--- src/rtl/m3_pkg.sv ---
// m3_pkg: shared definitions for the 3-phase speed/power sequencer.
//   - m3_state_e : FSM state encoding (IDLE=0, RUN=1, REVERSE=2, FSTOP=3).
//   - M3_*       : default parameter values for the sequencer.
//   - M3_PERIOD_MAX_SIM : short slowest-period value for simulation builds.
package m3_pkg;

  typedef enum logic [1:0] {
    IDLE    = 2'd0,
    RUN     = 2'd1,
    REVERSE = 2'd2,
    FSTOP   = 2'd3
  } m3_state_e;

  localparam int M3_PERIOD_W       = 22;
  localparam int M3_PERIOD_MAX     = 4000000;
  localparam int M3_PERIOD_MAX_SIM = 400;
  localparam int M3_PERIOD_MIN     = 40;
  localparam int M3_STEPS          = 12;
  localparam int M3_STEP_W         = 4;
  localparam int M3_POWER_W        = 10;
  localparam int M3_POWER_MAX      = 1000;
  localparam int M3_POWER_INIT     = 100;
  localparam int M3_POWER_STEP     = 10;
  localparam int M3_RATE_SHIFT     = 5;

endpackage

--- src/rtl/m3_sat_addsub.sv ---
// m3_sat_addsub: combinational saturating add/subtract.
//   valueI  : operand (unsigned, W bits)
//   deltaI  : amount to add or subtract (unsigned, W bits)
//   subI    : 1 = subtract, 0 = add
//   minI    : lower clamp
//   maxI    : upper clamp
//   resultO : value +/- delta clamped to [minI, maxI]
module m3_sat_addsub #(
  parameter int W = 8
) (
  input  logic [W-1:0] valueI,
  input  logic [W-1:0] deltaI,
  input  logic         subI,
  input  logic [W-1:0] minI,
  input  logic [W-1:0] maxI,
  output logic [W-1:0] resultO
);

  // Two guard bits: one for carry out of the add, one for the sign of a
  // subtraction that goes below zero.
  logic signed [W+1:0] valueS;
  logic signed [W+1:0] deltaS;
  logic signed [W+1:0] minS;
  logic signed [W+1:0] maxS;
  logic signed [W+1:0] rawS;

  assign valueS = $signed({2'b00, valueI});
  assign deltaS = $signed({2'b00, deltaI});
  assign minS   = $signed({2'b00, minI});
  assign maxS   = $signed({2'b00, maxI});

  always_comb begin
    rawS = subI ? (valueS - deltaS) : (valueS + deltaS);
    if (rawS > maxS) begin
      resultO = maxI;
    end else if (rawS < minS) begin
      resultO = minI;
    end else begin
      resultO = rawS[W-1:0];
    end
  end

endmodule

--- src/rtl/m3_speed_power_sequencer.sv ---
// m3_speed_power_sequencer: commutation step timer with ramped period,
// power level management, force-stop and safe reversal by deceleration.
//   clkI, nRstI        : clock, asynchronous active-low reset
//   m3startI           : level, 1 = run, 0 = return to IDLE
//   m3forceStopI       : level, emergency stop (highest priority)
//   m3invRotateI       : requested direction (0 = forward)
//   m3freqINCi/DECi    : levels, speed up / slow down once per step boundary
//   m3powerINCi/DECi   : rising-edge power up / down
//   stepO, stepStbO    : step index and one-cycle strobe on change
//   periodO            : active step period in clocks
//   powerO             : power level (0 outside RUN/REVERSE)
//   dirO, runningO     : active direction, running indicator
//   stateO             : FSM state for debug
module m3_speed_power_sequencer
  import m3_pkg::*;
#(
  parameter int PERIOD_W   = M3_PERIOD_W,
  parameter int PERIOD_MAX = M3_PERIOD_MAX,
  parameter int PERIOD_MIN = M3_PERIOD_MIN,
  parameter int STEPS      = M3_STEPS,
  parameter int STEP_W     = M3_STEP_W,
  parameter int POWER_W    = M3_POWER_W,
  parameter int POWER_MAX  = M3_POWER_MAX,
  parameter int POWER_INIT = M3_POWER_INIT,
  parameter int POWER_STEP = M3_POWER_STEP,
  parameter int RATE_SHIFT = M3_RATE_SHIFT
) (
  input  logic                clkI,
  input  logic                nRstI,
  input  logic                m3startI,
  input  logic                m3forceStopI,
  input  logic                m3invRotateI,
  input  logic                m3freqINCi,
  input  logic                m3freqDECi,
  input  logic                m3powerINCi,
  input  logic                m3powerDECi,
  output logic [STEP_W-1:0]   stepO,
  output logic                stepStbO,
  output logic [PERIOD_W-1:0] periodO,
  output logic [POWER_W-1:0]  powerO,
  output logic                dirO,
  output logic                runningO,
  output logic [1:0]          stateO
);

  localparam logic [PERIOD_W-1:0] P_MAX     = PERIOD_W'(PERIOD_MAX);
  localparam logic [PERIOD_W-1:0] P_MIN     = PERIOD_W'(PERIOD_MIN);
  localparam logic [PERIOD_W-1:0] P_ONE     = PERIOD_W'(1);
  localparam logic [STEP_W-1:0]   STEP_LAST = STEP_W'(STEPS - 1);
  localparam logic [STEP_W-1:0]   STEP_ONE  = STEP_W'(1);
  localparam logic [POWER_W-1:0]  PW_MAX    = POWER_W'(POWER_MAX);
  localparam logic [POWER_W-1:0]  PW_INIT   = POWER_W'(POWER_INIT);
  localparam logic [POWER_W-1:0]  PW_STEP   = POWER_W'(POWER_STEP);

  m3_state_e           state;
  logic [PERIOD_W-1:0] remain;
  logic [POWER_W-1:0]  power;
  logic                incQ;
  logic                decQ;

  logic                incEdge;
  logic                decEdge;
  logic                boundary;
  logic [PERIOD_W-1:0] periodShift;
  logic [PERIOD_W-1:0] periodDelta;
  logic                periodApply;
  logic                periodSub;
  logic [PERIOD_W-1:0] periodSat;
  logic [PERIOD_W-1:0] periodNext;
  logic                powerApply;
  logic [POWER_W-1:0]  powerSat;
  logic [POWER_W-1:0]  powerNext;
  logic [STEP_W-1:0]   stepNext;

  assign stateO = state;

  // Edge detectors run in every state so that an input already high at RUN
  // entry does not produce a spurious power step.
  assign incEdge = m3powerINCi & ~incQ;
  assign decEdge = m3powerDECi & ~decQ;

  assign boundary = (remain == P_ONE);

  // Ramp delta, never below one clock so the ramp always makes progress.
  assign periodShift = periodO >> RATE_SHIFT;
  assign periodDelta = (periodShift == '0) ? P_ONE : periodShift;

  // REVERSE ignores the frequency inputs and always decelerates.
  always_comb begin
    periodApply = 1'b0;
    periodSub   = 1'b0;
    if (state == REVERSE) begin
      periodApply = 1'b1;
    end else if (state == RUN) begin
      periodApply = m3freqINCi ^ m3freqDECi;
      periodSub   = m3freqINCi;
    end
  end

  m3_sat_addsub #(.W(PERIOD_W)) uPeriodSat (
    .valueI  (periodO),
    .deltaI  (periodDelta),
    .subI    (periodSub),
    .minI    (P_MIN),
    .maxI    (P_MAX),
    .resultO (periodSat)
  );

  assign periodNext = periodApply ? periodSat : periodO;

  // Simultaneous INC and DEC edges cancel.
  assign powerApply = incEdge ^ decEdge;

  m3_sat_addsub #(.W(POWER_W)) uPowerSat (
    .valueI  (power),
    .deltaI  (PW_STEP),
    .subI    (decEdge),
    .minI    ('0),
    .maxI    (PW_MAX),
    .resultO (powerSat)
  );

  assign powerNext = powerApply ? powerSat : power;

  always_comb begin
    if (dirO == 1'b0) begin
      stepNext = (stepO == STEP_LAST) ? '0 : (stepO + STEP_ONE);
    end else begin
      stepNext = (stepO == '0) ? STEP_LAST : (stepO - STEP_ONE);
    end
  end

  always_ff @(posedge clkI or negedge nRstI) begin
    if (!nRstI) begin
      state    <= IDLE;
      stepO    <= STEP_LAST;
      stepStbO <= 1'b0;
      periodO  <= P_MAX;
      remain   <= P_MAX;
      power    <= PW_INIT;
      powerO   <= '0;
      dirO     <= 1'b0;
      runningO <= 1'b0;
      incQ     <= 1'b0;
      decQ     <= 1'b0;
    end else begin
      incQ     <= m3powerINCi;
      decQ     <= m3powerDECi;
      stepStbO <= 1'b0;

      if (m3forceStopI) begin
        // Step, period and remain stay frozen until the operator drops start.
        state    <= FSTOP;
        powerO   <= '0;
        runningO <= 1'b0;
      end else begin
        unique case (state)
          IDLE: begin
            if (m3startI) begin
              state    <= RUN;
              runningO <= 1'b1;
              dirO     <= m3invRotateI;
              remain   <= periodO;
              power    <= PW_INIT;
              powerO   <= PW_INIT;
            end else begin
              periodO <= P_MAX;
              stepO   <= STEP_LAST;
              remain  <= P_MAX;
              powerO  <= '0;
            end
          end

          FSTOP: begin
            if (!m3startI) begin
              state    <= IDLE;
              runningO <= 1'b0;
              periodO  <= P_MAX;
              stepO    <= STEP_LAST;
              remain   <= P_MAX;
              powerO   <= '0;
            end
          end

          RUN, REVERSE: begin
            if (!m3startI) begin
              state    <= IDLE;
              runningO <= 1'b0;
              periodO  <= P_MAX;
              stepO    <= STEP_LAST;
              remain   <= P_MAX;
              powerO   <= '0;
            end else begin
              power  <= powerNext;
              powerO <= powerNext;

              if (boundary) begin
                stepStbO <= 1'b1;
                stepO    <= stepNext;
                periodO  <= periodNext;
                remain   <= periodNext;
              end else begin
                remain <= remain - P_ONE;
              end

              if (state == RUN) begin
                if (m3invRotateI != dirO) begin
                  state <= REVERSE;
                end
              end else begin
                // Direction flips only once fully decelerated; a cancelled
                // request returns to RUN with the original direction.
                if (boundary && (periodO == P_MAX)) begin
                  state <= RUN;
                  dirO  <= ~dirO;
                end else if (m3invRotateI == dirO) begin
                  state <= RUN;
                end
              end
            end
          end

          default: state <= IDLE;
        endcase
      end
    end
  end

endmodule
--- config.mk ---
export PLATFORM = sky130hd
export DESIGN_NAME = m3_speed_power_sequencer
export DESIGN_NICKNAME = d
export VERILOG_FILES = /design/src/rtl/m3_pkg.sv /design/src/rtl/m3_sat_addsub.sv /design/src/rtl/m3_speed_power_sequencer.sv
export SDC_FILE = /design/constraint.sdc
export NUM_CORES = 1
export LEC_CHECK = 0
export ABC_AREA = 1
export BUFFER_PORTS_ARGS = -buffer_cell sky130_fd_sc_hd__buf_2
export CAP_MARGIN = 15
export CORE_MARGIN = 2
export CORE_UTILIZATION = 54
export CTS_BUF_LIST = sky130_fd_sc_hd__clkbuf_16
export CTS_CLUSTER_SIZE = 24
export DETAILED_ROUTE_END_ITERATION = 8
export PLACE_DENSITY = 0.74
export RECOVER_POWER = 50
export SYNTH_ARGS = -nofsm -noshare
export SYNTH_HDL_FRONTEND = slang
export SYNTH_SLANG_ARGS = --single-unit
--- constraint.sdc ---
create_clock -name clkI -period 3.67 [get_ports clkI]
set_input_delay 0.1835 -clock clkI [delete_from_list [all_inputs] [get_ports clkI]]
set_output_delay 0.1835 -clock clkI [all_outputs]
set_load 0.02 [all_outputs]
Word level (Yosys, flattened, before mapping)
Index checks and enable logic that the tools add are counted.
W data, S select, Z words.
{ "word_totals": {"regBits": 75, "inputBits": 9, "out_inout_bits": 41, "elab_cells": 123} }
{ "classes": {"add_sub_neg": 7, "order_cmp": 4, "eq_ne": 20, "muxes": 58, "bitwise": 8, "reduce_logical": 15} }
{ "ops": {"columns": ["op", "count"], "rows": [
  ["$mux W22", 9],
  ["$mux W10", 8],
  ["$pmux W22 S3", 1],
  ["$pmux W22 S2", 1],
  ["$pmux W10 S3", 1],
  ["$gt A24 B23 Y1 const B", 1],
  ["$lt A24 B7 Y1 const B", 1],
  ["$mux W24", 1],
  ["$mux W4", 6],
  ["$add A22 B17 Y23", 1],
  ["$sub A22 B17 Y23", 1],
  ["$eq A22 B1 Y1 const B", 1],
  ["$eq A22 B22 Y1 const B", 1],
  ["$logic_not A22 Y1", 1],
  ["$sub A22 B1 Y22 const B", 1],
  ["$pmux W10 S2", 1],
  ["$mux W17", 1],
  ["$mux W2", 8],
  ["$mux W1", 15],
  ["$gt A12 B11 Y1 const B", 1],
  ["$lt A12 B1 Y1 const B", 1],
  ["$mux W12", 1],
  ["$ne A2 B2 Y1 const B", 6],
  ["$add A10 B4 Y11 const B", 1],
  ["other kinds (29)", 42]
]} }

Depth between registers and ports, before layout
Gate-level depths: netlist of run 1.
{ "logic_depth": {"word_depth": 11, "mapped_depth": 31, "ltp_nobuf": 30} }

Modules after synthesis
A second synthesis of run 1 with hierarchy kept.
{ "hier_totals": {"cells_unflattened": 1980, "area_unflattened_um2": 11741.3} }
{ "by_module_without_submodules": {"columns": ["mod", "n_inst", "cells_per_inst", "area_each_um2", "seq_area_each_um2"], "rows": [
  ["m3_speed_power_sequencer", 1, 773, 5178.7, 1901.8],
  ["m3_sat_addsub at uPeriodSat", 1, 848, 4623.2, 0.0],
  ["m3_sat_addsub at uPowerSat", 1, 359, 1939.4, 0.0]
]} }

Worst setup path before layout of run 1
No wires, ideal clock.
{ "synth_path": {"kind": "reg2reg", "from": "register periodO[18]", "to": "register remain[7]", "setup_time_ps": 123, "arrival_time_ps": 3655, "required_time_ps": 3547, "slack_ps": -108, "path_stages_with_launch": 31, "n_path_buf": 2, "synth_period_minus_slack_ps": 3778, "path_cell_list": "dfstp_2 buf_2 nor2_1 inv_1 nor2_1 inv_1 o41ai_1 ha_1 inv_1 fa_1 nand3_1 nand2_1 nand2_1 nand2_1 nand2_1 nand2_1 nand2_1 nand2_1 inv_1 nand2_1 nor2_1 nand2_1 nor2_1 nand3_2 nand2_4 buf_8 nor2_1 nand3_1 nand2_1 o21ai_1 a21oi_1"} }
{ "synth_between": {"elab_chain_cells": 11, "word_cells_on_any_way": 13, "classes_between": "add/sub (2); order compare (2); mux (8); reduce/logical (1)"} }
{ "synth_rtl": {"columns": ["element", "line_no", "rtl"], "rows": [
  ["from (decl)", "m3_speed_power_sequencer.sv:39", "output logic [PERIOD_W-1:0] periodO,"],
  ["from (signal assigned)", "m3_speed_power_sequencer.sv:200", "periodO <= periodNext;"],
  ["$logic_not A22 Y1", "m3_speed_power_sequencer.sv:86", "assign periodDelta = (periodShift == '0) ? P_ONE : periodShift;"],
  ["$mux W17", "m3_speed_power_sequencer.sv:86", null],
  ["$add A22 B17 Y23 / $sub A22 B17 Y23 (equally long branches)", "m3_sat_addsub.sv:33", "rawS = subI ? (valueS - deltaS) : (valueS + deltaS);"],
  ["$mux W24 *", "m3_sat_addsub.sv:33", null],
  ["$lt A24 B7 Y1", "m3_sat_addsub.sv:36", "end else if (rawS < minS) begin"],
  ["$mux W22", "m3_sat_addsub.sv:36", null],
  ["$mux W22 *", "m3_sat_addsub.sv:34", "if (rawS > maxS) begin"],
  ["$mux W22 *", "m3_speed_power_sequencer.sv:109", "assign periodNext = periodApply ? periodSat : periodO;"],
  ["$mux W22 *", "m3_speed_power_sequencer.sv:197", "if (boundary) begin"],
  ["$mux W22 *", "m3_speed_power_sequencer.sv:186", "if (!m3startI) begin"],
  ["$pmux W22 S3 *", "m3_speed_power_sequencer.sv:157", "unique case (state)"],
  ["to (signal assigned)", "m3_speed_power_sequencer.sv:163", "remain <= periodO;"],
  ["to (signal assigned)", "m3_speed_power_sequencer.sv:201", "remain <= periodNext;"],
  ["to (signal assigned)", "m3_speed_power_sequencer.sv:203", "remain <= remain - P_ONE;"],
  ["to (decl)", "m3_speed_power_sequencer.sv:56", "logic [PERIOD_W-1:0] remain;"]
]} }
Every way passes the cells marked *; elsewhere a longest branch is shown, timed or not.
A chain may end at the register's enable or synchronous reset.

Worst setup path after layout of run 1
{ "layout_path": {"from": "register periodO[17]", "to": "register periodO[12]"} }
{ "layout_between": {"elab_chain_cells": 11, "word_cells_on_any_way": 13, "classes_between": "add/sub (2); order compare (2); mux (8); reduce/logical (1)"} }
{ "layout_rtl": {"columns": ["element", "line_no"], "rows": [
  ["$logic_not A22 Y1", "m3_speed_power_sequencer.sv:86"],
  ["$mux W17", "m3_speed_power_sequencer.sv:86"],
  ["$add A22 B17 Y23 / $sub A22 B17 Y23 (equally long branches)", "m3_sat_addsub.sv:33"],
  ["$mux W24 *", "m3_sat_addsub.sv:33"],
  ["$lt A24 B7 Y1", "m3_sat_addsub.sv:36"],
  ["$mux W22", "m3_sat_addsub.sv:36"],
  ["$mux W22 *", "m3_sat_addsub.sv:34"],
  ["$mux W22 *", "m3_speed_power_sequencer.sv:109"],
  ["$mux W22 *", "m3_speed_power_sequencer.sv:197"],
  ["$mux W22 *", "m3_speed_power_sequencer.sv:186"],
  ["$pmux W22 S2 *", "m3_speed_power_sequencer.sv:157"]
]} }
Every way passes the cells marked *; elsewhere a longest branch is shown, timed or not. The select of a mux whose other input is x is not followed.

==> results of run 1 <==
## power breakdown
part,total (mW),internal [mW],switching [mW]
Clock,0.942,0.589,0.353
Sequential,1.58,1.18,0.394
Combinational,8.06,2.89,5.17
Total,10.6,4.66,5.92
## state kept, by name, indices dropped and copies added (netlist names), 2 cells and up
name,count
power,10
stepO,4
powerO,10
stateO,2
periodO,22
remain,22
## routing by layer
metal	GRT usage	up-vias	share of wire
met5	0	-	0
met4	0.126	0	0.040
met3	0.0728	102	0.10
met2	0.573	558	0.43
met1	0.520	4634	0.42
li1	-	4804	-
## cells by family after synthesis
| family | after synthesis |
|---|---|
| muxes | 2 |
| DFF | 75 |
| AOI/OAI and AO/OA | 223 |
| buffers and inverters | 252 |
| adders and majority gates | 50 |
| xor gates and xnor gates | 28 |
| and+or+nand+nor | 784 |
## repair_timing
item | CTS | global route
gates resized for setup | 62 | 81
setup buffers | 8 | 11
endpoints found under the hold margin | 2 | 0
hold buffers | 2 | 0
gates cloned | 1 | 1
pin swaps | 28 | 24
endpoints found under the setup margin | 44 | 44
## cells in the final DEF, fill, tap and decap left out, types with 28 or more instances in the layout
cell / synthesis / final
buf_2: 9 / 46
a31oi_1: 28 / 28
nand2_2: 4 / 50
nor2_1: 178 / 165
ha_1: 48 / 46
buf_4: 2 / 97
nand3_1: 127 / 100
o21ai_0: 45 / 41
nand3_2: 7 / 31
nand2_1: 414 / 364
inv_1: 192 / 189
dfrtp_1: 55 / 51
a21oi_1: 86 / 81
## area by class of cell
class / count / area (sq um) / area share
clock buffer: 9 / 225 / 0.0219
clock inverter: 7 / 86.3 / 0.00840
inverter: 200 / 753 / 0.0733
multi-input combinational: 1088 / 5990 / 0.583
sequential: 75 / 1910 / 0.185
tap: 188 / 235 / 0.0229
timing repair buffer: 154 / 1080 / 0.105
## critical path: cells and delay by family (launching register included)
family	cells	cell delay [ns]
flops	1	0.39
simple gates	20	1.73
fa+ha+maj	2	0.63
compound gates	2	0.64
buf+inv	5	0.42
## through the flow
| stage | util | setup WS (ns) | cells |
|---|---|---|---|
| after floorplan | - | 0.0166 | 1414 |
| after global routing | 0.676 | -0.435 | 1721 |
| after detailed placement | 0.611 | -0.434 | 1683 |
| final | 0.676 | -0.253 | 1721 |
| after CTS | 0.650 | -0.158 | 1709 |
| after global placement | 0.611 | -0.375 | 1683 |
## how the worst max path moves through the flow
stage                            start                       to  slack, ns  depth (start not counted)
2_1_floorplan  periodO[15]$_DFFE_PN0P_    remain[9]$_DFFE_PN0P_       0.02                         27
6_report       periodO[17]$_DFFE_PN0P_  periodO[12]$_DFFE_PN0P_      -0.25                         29
3_3_place_gp   periodO[15]$_DFFE_PN0P_   periodO[1]$_DFFE_PN0P_      -0.38                         27
5_1_grt        periodO[15]$_DFFE_PN0P_  periodO[12]$_DFFE_PN0P_      -0.43                         24
4_1_cts        periodO[18]$_DFFE_PN1P_   periodO[1]$_DFFE_PN0P_      -0.16                         31
3_5_place_dp   periodO[15]$_DFFE_PN0P_   periodO[1]$_DFFE_PN0P_      -0.43                         29
==> results.json, run 1 <==
{
  "synth_top_area_share": 0.186,
  "cpPeakStageDelay_ns": 0.44,
  "yosys.area_share.simple": 0.395,
  "ctsLongestPathBuffers": 2,
  "core_area_sq_mm": 0.0152,
  "max_freq_mhz": 255,
  "worstSetupPathType": "reg -> reg",
  "cts-root-buf": "clkbuf_16",
  "grt-ovfl-total": 0,
  "p_leak_nw": 5.34,
  "p_per_area_mw_per_mm2": 1030,
  "synthCells": 1414,
  "cts_tree": "built",
  "hold_class": "in -> reg",
  "nFillCells": 1365,
  "post_dp_cell_area_sq_mm": 0.00928,
  "syn_area_sq_mm": 0.00838,
  "grt_start_max_net_pins": 76,
  "numCtsBuffers": 9,
  "chipWidth_um": 129,
  "drt_iter0_drc": 1083,
  "r2r_start": "periodO[17]$_DFFE_PN0P_",
  "synth_top_family_by_area": "simple AND/OR/NAND/NOR gates",
  "cts_sinks": 75,
  "ys_ff_latch": 75,
  "start_util": 0.551,
  "drive_above_1_share": 0.217,
  "critPathLaunchType": "flop",
  "synth_area_leaders": "nand2_1 (19%), dfrtp_1 (16%), inv_1 (8.6%), nor2_1 (8.0%), nand3_1 (7.6%)",
  "clk_pin_slew_ns": 0.06,
  "track_usage": 0.370,
  "port_buffers": 49,
  "critPathMaxFanout": 7,
  "fin_nets": 1587,
  "vias": 10100,
  "finalInstanceArea_sq_mm": 0.0103,
  "drv_cap": 1,
  "clk_latency_ns": 0.34,
  "layout_setup_ws_ns": -0.253,
  "rsz0062_at_grt": "yes",
  "setup_violations": 44,
  "dieArea_sq_mm": 0.0165,
  "critPathCaptureType": "flop",
  "htreeDepth": 3,
  "synth_edf_count": 0,
  "syn-num-nets": 1473,
  "die_y_um": 129,
  "tightestPinTransition_ns": 1.94,
  "avgViaCountPerCell": 5.87,
  "dpl.hpwl_mm": 23.0,
  "grt_pass1_wl_mm": 48.1,
  "hold-worst-slack_ns": 0.175,
  "holdCritStartpoint": "m3invRotateI",
  "fin_tns_setup_ns": -7.86,
  "num_rows": 45,
  "wl_mm": 30.8,
  "crit_required_ns": 3.91,
  "syn_area_per_cell_sq_um": 5.92,
  "synth-seq-area-share": 0.227,
  "violations": "capacitance limit, slew limit, setup timing",
  "synth.distinct_cells": 49,
  "min_period_over_period": 1.07,
  "slew_violations": 76,
  "synthTopCellsByCount": "nand2_1 (414), inv_1 (192), nor2_1 (178)",
  "rrSetupSlack_ns": -0.25,
  "ant_nets": 0,
  "final.min_clock_period_ns": 3.92,
  "min_to": "dirO$_DFFE_PN0P_",
  "r2r.worst_path.cells": 29,
  "worst_path_most_repeated_cell": "nand2_2",
  "slowest_stage": "o41ai_4",
  "r2r_end": "periodO[12]$_DFFE_PN0P_",
  "routedWlPerCell_um": 17.9,
  "synthFlopType": "dfrtp_1",
  "antenna_found_initial": 0,
  "synthAdderAreaFrac": 0.0765,
  "drcViolationCount": 0,
  "skew_ns": 0.00410,
  "critPathArrivalTime_ns": 4.16,
  "grt_pass1_vias": 9096,
  "total_power_mw": 10.6,
  "slew_headroom": -0.292,
  "ios": 50,
  "async_flop_share": 1.00,
  "yosysTopAreaCell": "nand2_1",
  "dr.pass1.iters": 6,
  "hold_viol": 0,
  "gp_congestion": 1.03,
  "vdd_drop_max_v": 0.000710,
  "synth_xor_area_frac": 0.0293,
  "status": "finished, violations left",
  "synth.area.mux_share": 0.00239,
  "synth-compound-area-share": 0.152,
  "whs_path_depth": 3,
  "area_growth_pct": 22.7,
  "num_antenna_cells": 0,
  "yosysMostFrequentCell": "nand2_1",
  "yosysWarnings": 0
}
Power figures use the tool's default switching activity.
==> inputs of run 2 (changes only) <==
CORE_UTILIZATION = 32   (was 54)
PLACE_DENSITY = 0.48   (was 0.74)
==> run 2 against run 1 <==
Against the previous run:
- the run still ends with capacitance limit, slew limit, setup timing left
- highest routed layer unchanged
- sequential share of layout area shrank 0.31 points
- worst setup slack gained 0.074 ns
- register-to-register slack gained 0.07 ns
- flip-flop and latch count is the same
- critical path type unchanged
- largest power group unchanged
- largest cell class unchanged
==> results.json, run 2 (same netlist as run 1, synthesis figures left out) <==
{
  "status": "finished, violations left",
  "violations": "capacitance limit, slew limit, setup timing",
  "track_usage": 0.240,
  "cpPeakStageDelay_ns": 0.39,
  "num_rows": 59,
  "min_to": "dirO$_DFFE_PN0P_",
  "port_buffers": 49,
  "startpoint": "periodO[20]$_DFFE_PN1P_",
  "dpl.hpwl_mm": 25.8,
  "ant_nets": 0,
  "r2r_end": "remain[4]$_DFFE_PN0P_",
  "crit_required_ns": 3.90,
  "whs_path_depth": 3,
  "dieArea_sq_mm": 0.0275,
  "cts-root-buf": "clkbuf_16",
  "drv_cap": 1,
  "routedWlPerCell_um": 18.1,
  "rrSetupSlack_ns": -0.18,
  "path_delay_family": "simple AND/OR/NAND/NOR gates",
  "wl_mm": 34.0,
  "p_per_area_mw_per_mm2": 1010,
  "hold_viol": 0,
  "cts_tree": "built",
  "drcViolationCount": 0,
  "avgViaCountPerCell": 5.26,
  "post_dp_cell_area_sq_mm": 0.00952,
  "nFillCells": 2847,
  "cts_sinks": 75,
  "p_leak_nw": 5.28,
  "numPlacedInstances": 1837,
  "crit_buf_inv": 4,
  "skew_ns": 0.0111,
  "met1_usage": 0.344,
  "gp_congestion": 0.934,
  "top_usage_layer": "met2",
  "gr-usage-met3": 0.0498,
  "die_y_um": 166,
  "grt-ovfl-total": 0,
  "reg.largest.list": "periodO (22), remain (22)",
  "core_area_sq_mm": 0.0259,
  "dr.pass1.iters": 5,
  "vias": 9855,
  "fin_nets": 1591,
  "slowest_stage": "o41ai_4",
  "r2r.worst_path.cells": 25,
  "chipWidth_um": 166,
  "grt_start_max_net_pins": 62,
  "area_growth_pct": 24.8,
  "total_power_mw": 10.6,
  "fin_util": 0.404,
  "start_util": 0.323,
  "grt_pass1_wl_mm": 52.1,
  "multi_input_area_sq_mm": 0.00599,
  "htreeDepth": 3,
  "critPathLaunchType": "flop",
  "critPathArrivalTime_ns": 4.08,
  "final_common_cell": "nand2_1",
  "layout.area.seq_sq_mm": 0.00191,
  "slew_violations": 62,
  "tightestPinTransition_ns": 1.67,
  "vdd_drop_max_v": 0.000443,
  "worstSetupPathType": "reg -> reg",
  "layout_setup_ws_ns": -0.180,
  "gr-usage-met2": 0.364,
  "hold-worst-slack_ns": 0.129,
  "grt_pass1_vias": 9226,
  "critPathMaxFanout": 6,
  "drive_above_1_share": 0.208,
  "critPathCaptureType": "flop",
  "finalInstanceArea_sq_mm": 0.0105,
  "setup_violations": 41,
  "holdCritStartpoint": "m3invRotateI",
  "clk_latency_ns": 0.35,
  "min_period_over_period": 1.05,
  "antenna_found_initial": 0,
  "final.min_clock_period_ns": 3.85,
  "r2r_start": "periodO[20]$_DFFE_PN1P_",
  "worst_path_most_repeated_cell": "nand2_2",
  "numCtsBuffers": 9,
  "slew_headroom": -0.115,
  "max_freq_mhz": 260,
  "hold_class": "in -> reg",
  "layout.cells.non_filler": 1873,
  "rsz0062_at_grt": "yes",
  "final_cell_mix": "nand2_1 (373), inv_1 (190), nor2_1 (166)",
  "ctsLongestPathBuffers": 2,
  "drt_iter0_drc": 904,
  "clk_pin_slew_ns": 0.07,
  "ios": 50
}
==> run 2: cell types whose count changed in the layout (fill, tap and decap cells not counted), sizes merged <==
cell / delta
clkbuf: +13
clkinvlp: +2
buf: -10
diode: +1
dlygate4sd3: +1
bufinv: -2
==> run 2: cell type report <==
| cell class | instances | share of cell area |
|---|---|---|
| diodes | 1 | 0.000239 |
| flip-flops and latches | 75 | 0.182 |
| clock buffers | 9 | 0.0215 |
| well taps | 335 | 0.0401 |
| clock inverters | 7 | 0.00467 |
| repair buffers | 158 | 0.106 |
| inverters | 200 | 0.0718 |
| multi-input cells | 1088 | 0.573 |
==> run 2: what timing repair did <==
| item | CTS | global route |
|---|---|---|
| setup endpoints to repair | 44 | 44 |
| buffers inserted | 6 | 6 |
| gates cloned | 1 | 3 |
| hold endpoints to repair | 45 | 0 |
| pin swaps | 14 | 17 |
| resized for setup | 36 | 96 |
| hold buffers | 3 | 0 |
==> run 2: power breakdown <==
part	internal [mW]	switching, mW
registers	1.18	0.374
clock network	0.457	0.401
logic	2.93	5.24
==> run 2: worst min-delay path, delay by kind of cell <==
family	cells	cell delay [ns]
AOI/OAI and AO/OA	2	0.16
buffers and inverters	1	0.10
==> run 2: metal layers <==
layer | vias to the layer above | routed length [um]
li1 | 4801 | -
met1 | 4665 | 16000
met2 | 342 | 14800
met3 | 47 | 2460
met4 | 0 | 679
met5 | - | 0
==> run 2: stage by stage <==
step / TNS, ns / worst slack (ns)
global placement: -15.65 / -0.451
floorplan: 0 / 0.0166
global route: -16.09 / -0.435
finish: -3.86 / -0.180
CTS: -3.20 / -0.147
detailed placement: -16.55 / -0.467
==> run 2: worst max-delay path by stage <==
stage	slack [ns]	to	depth (start not counted)
after floorplan	0.02	remain[9]$_DFFE_PN0P_	27
after global placement	-0.45	remain[17]$_DFFE_PN0P_	26
after detailed placement	-0.47	remain[17]$_DFFE_PN0P_	26
after CTS	-0.15	remain[17]$_DFFE_PN0P_	29
after global routing	-0.43	periodO[1]$_DFFE_PN0P_	25
final	-0.18	remain[4]$_DFFE_PN0P_	25
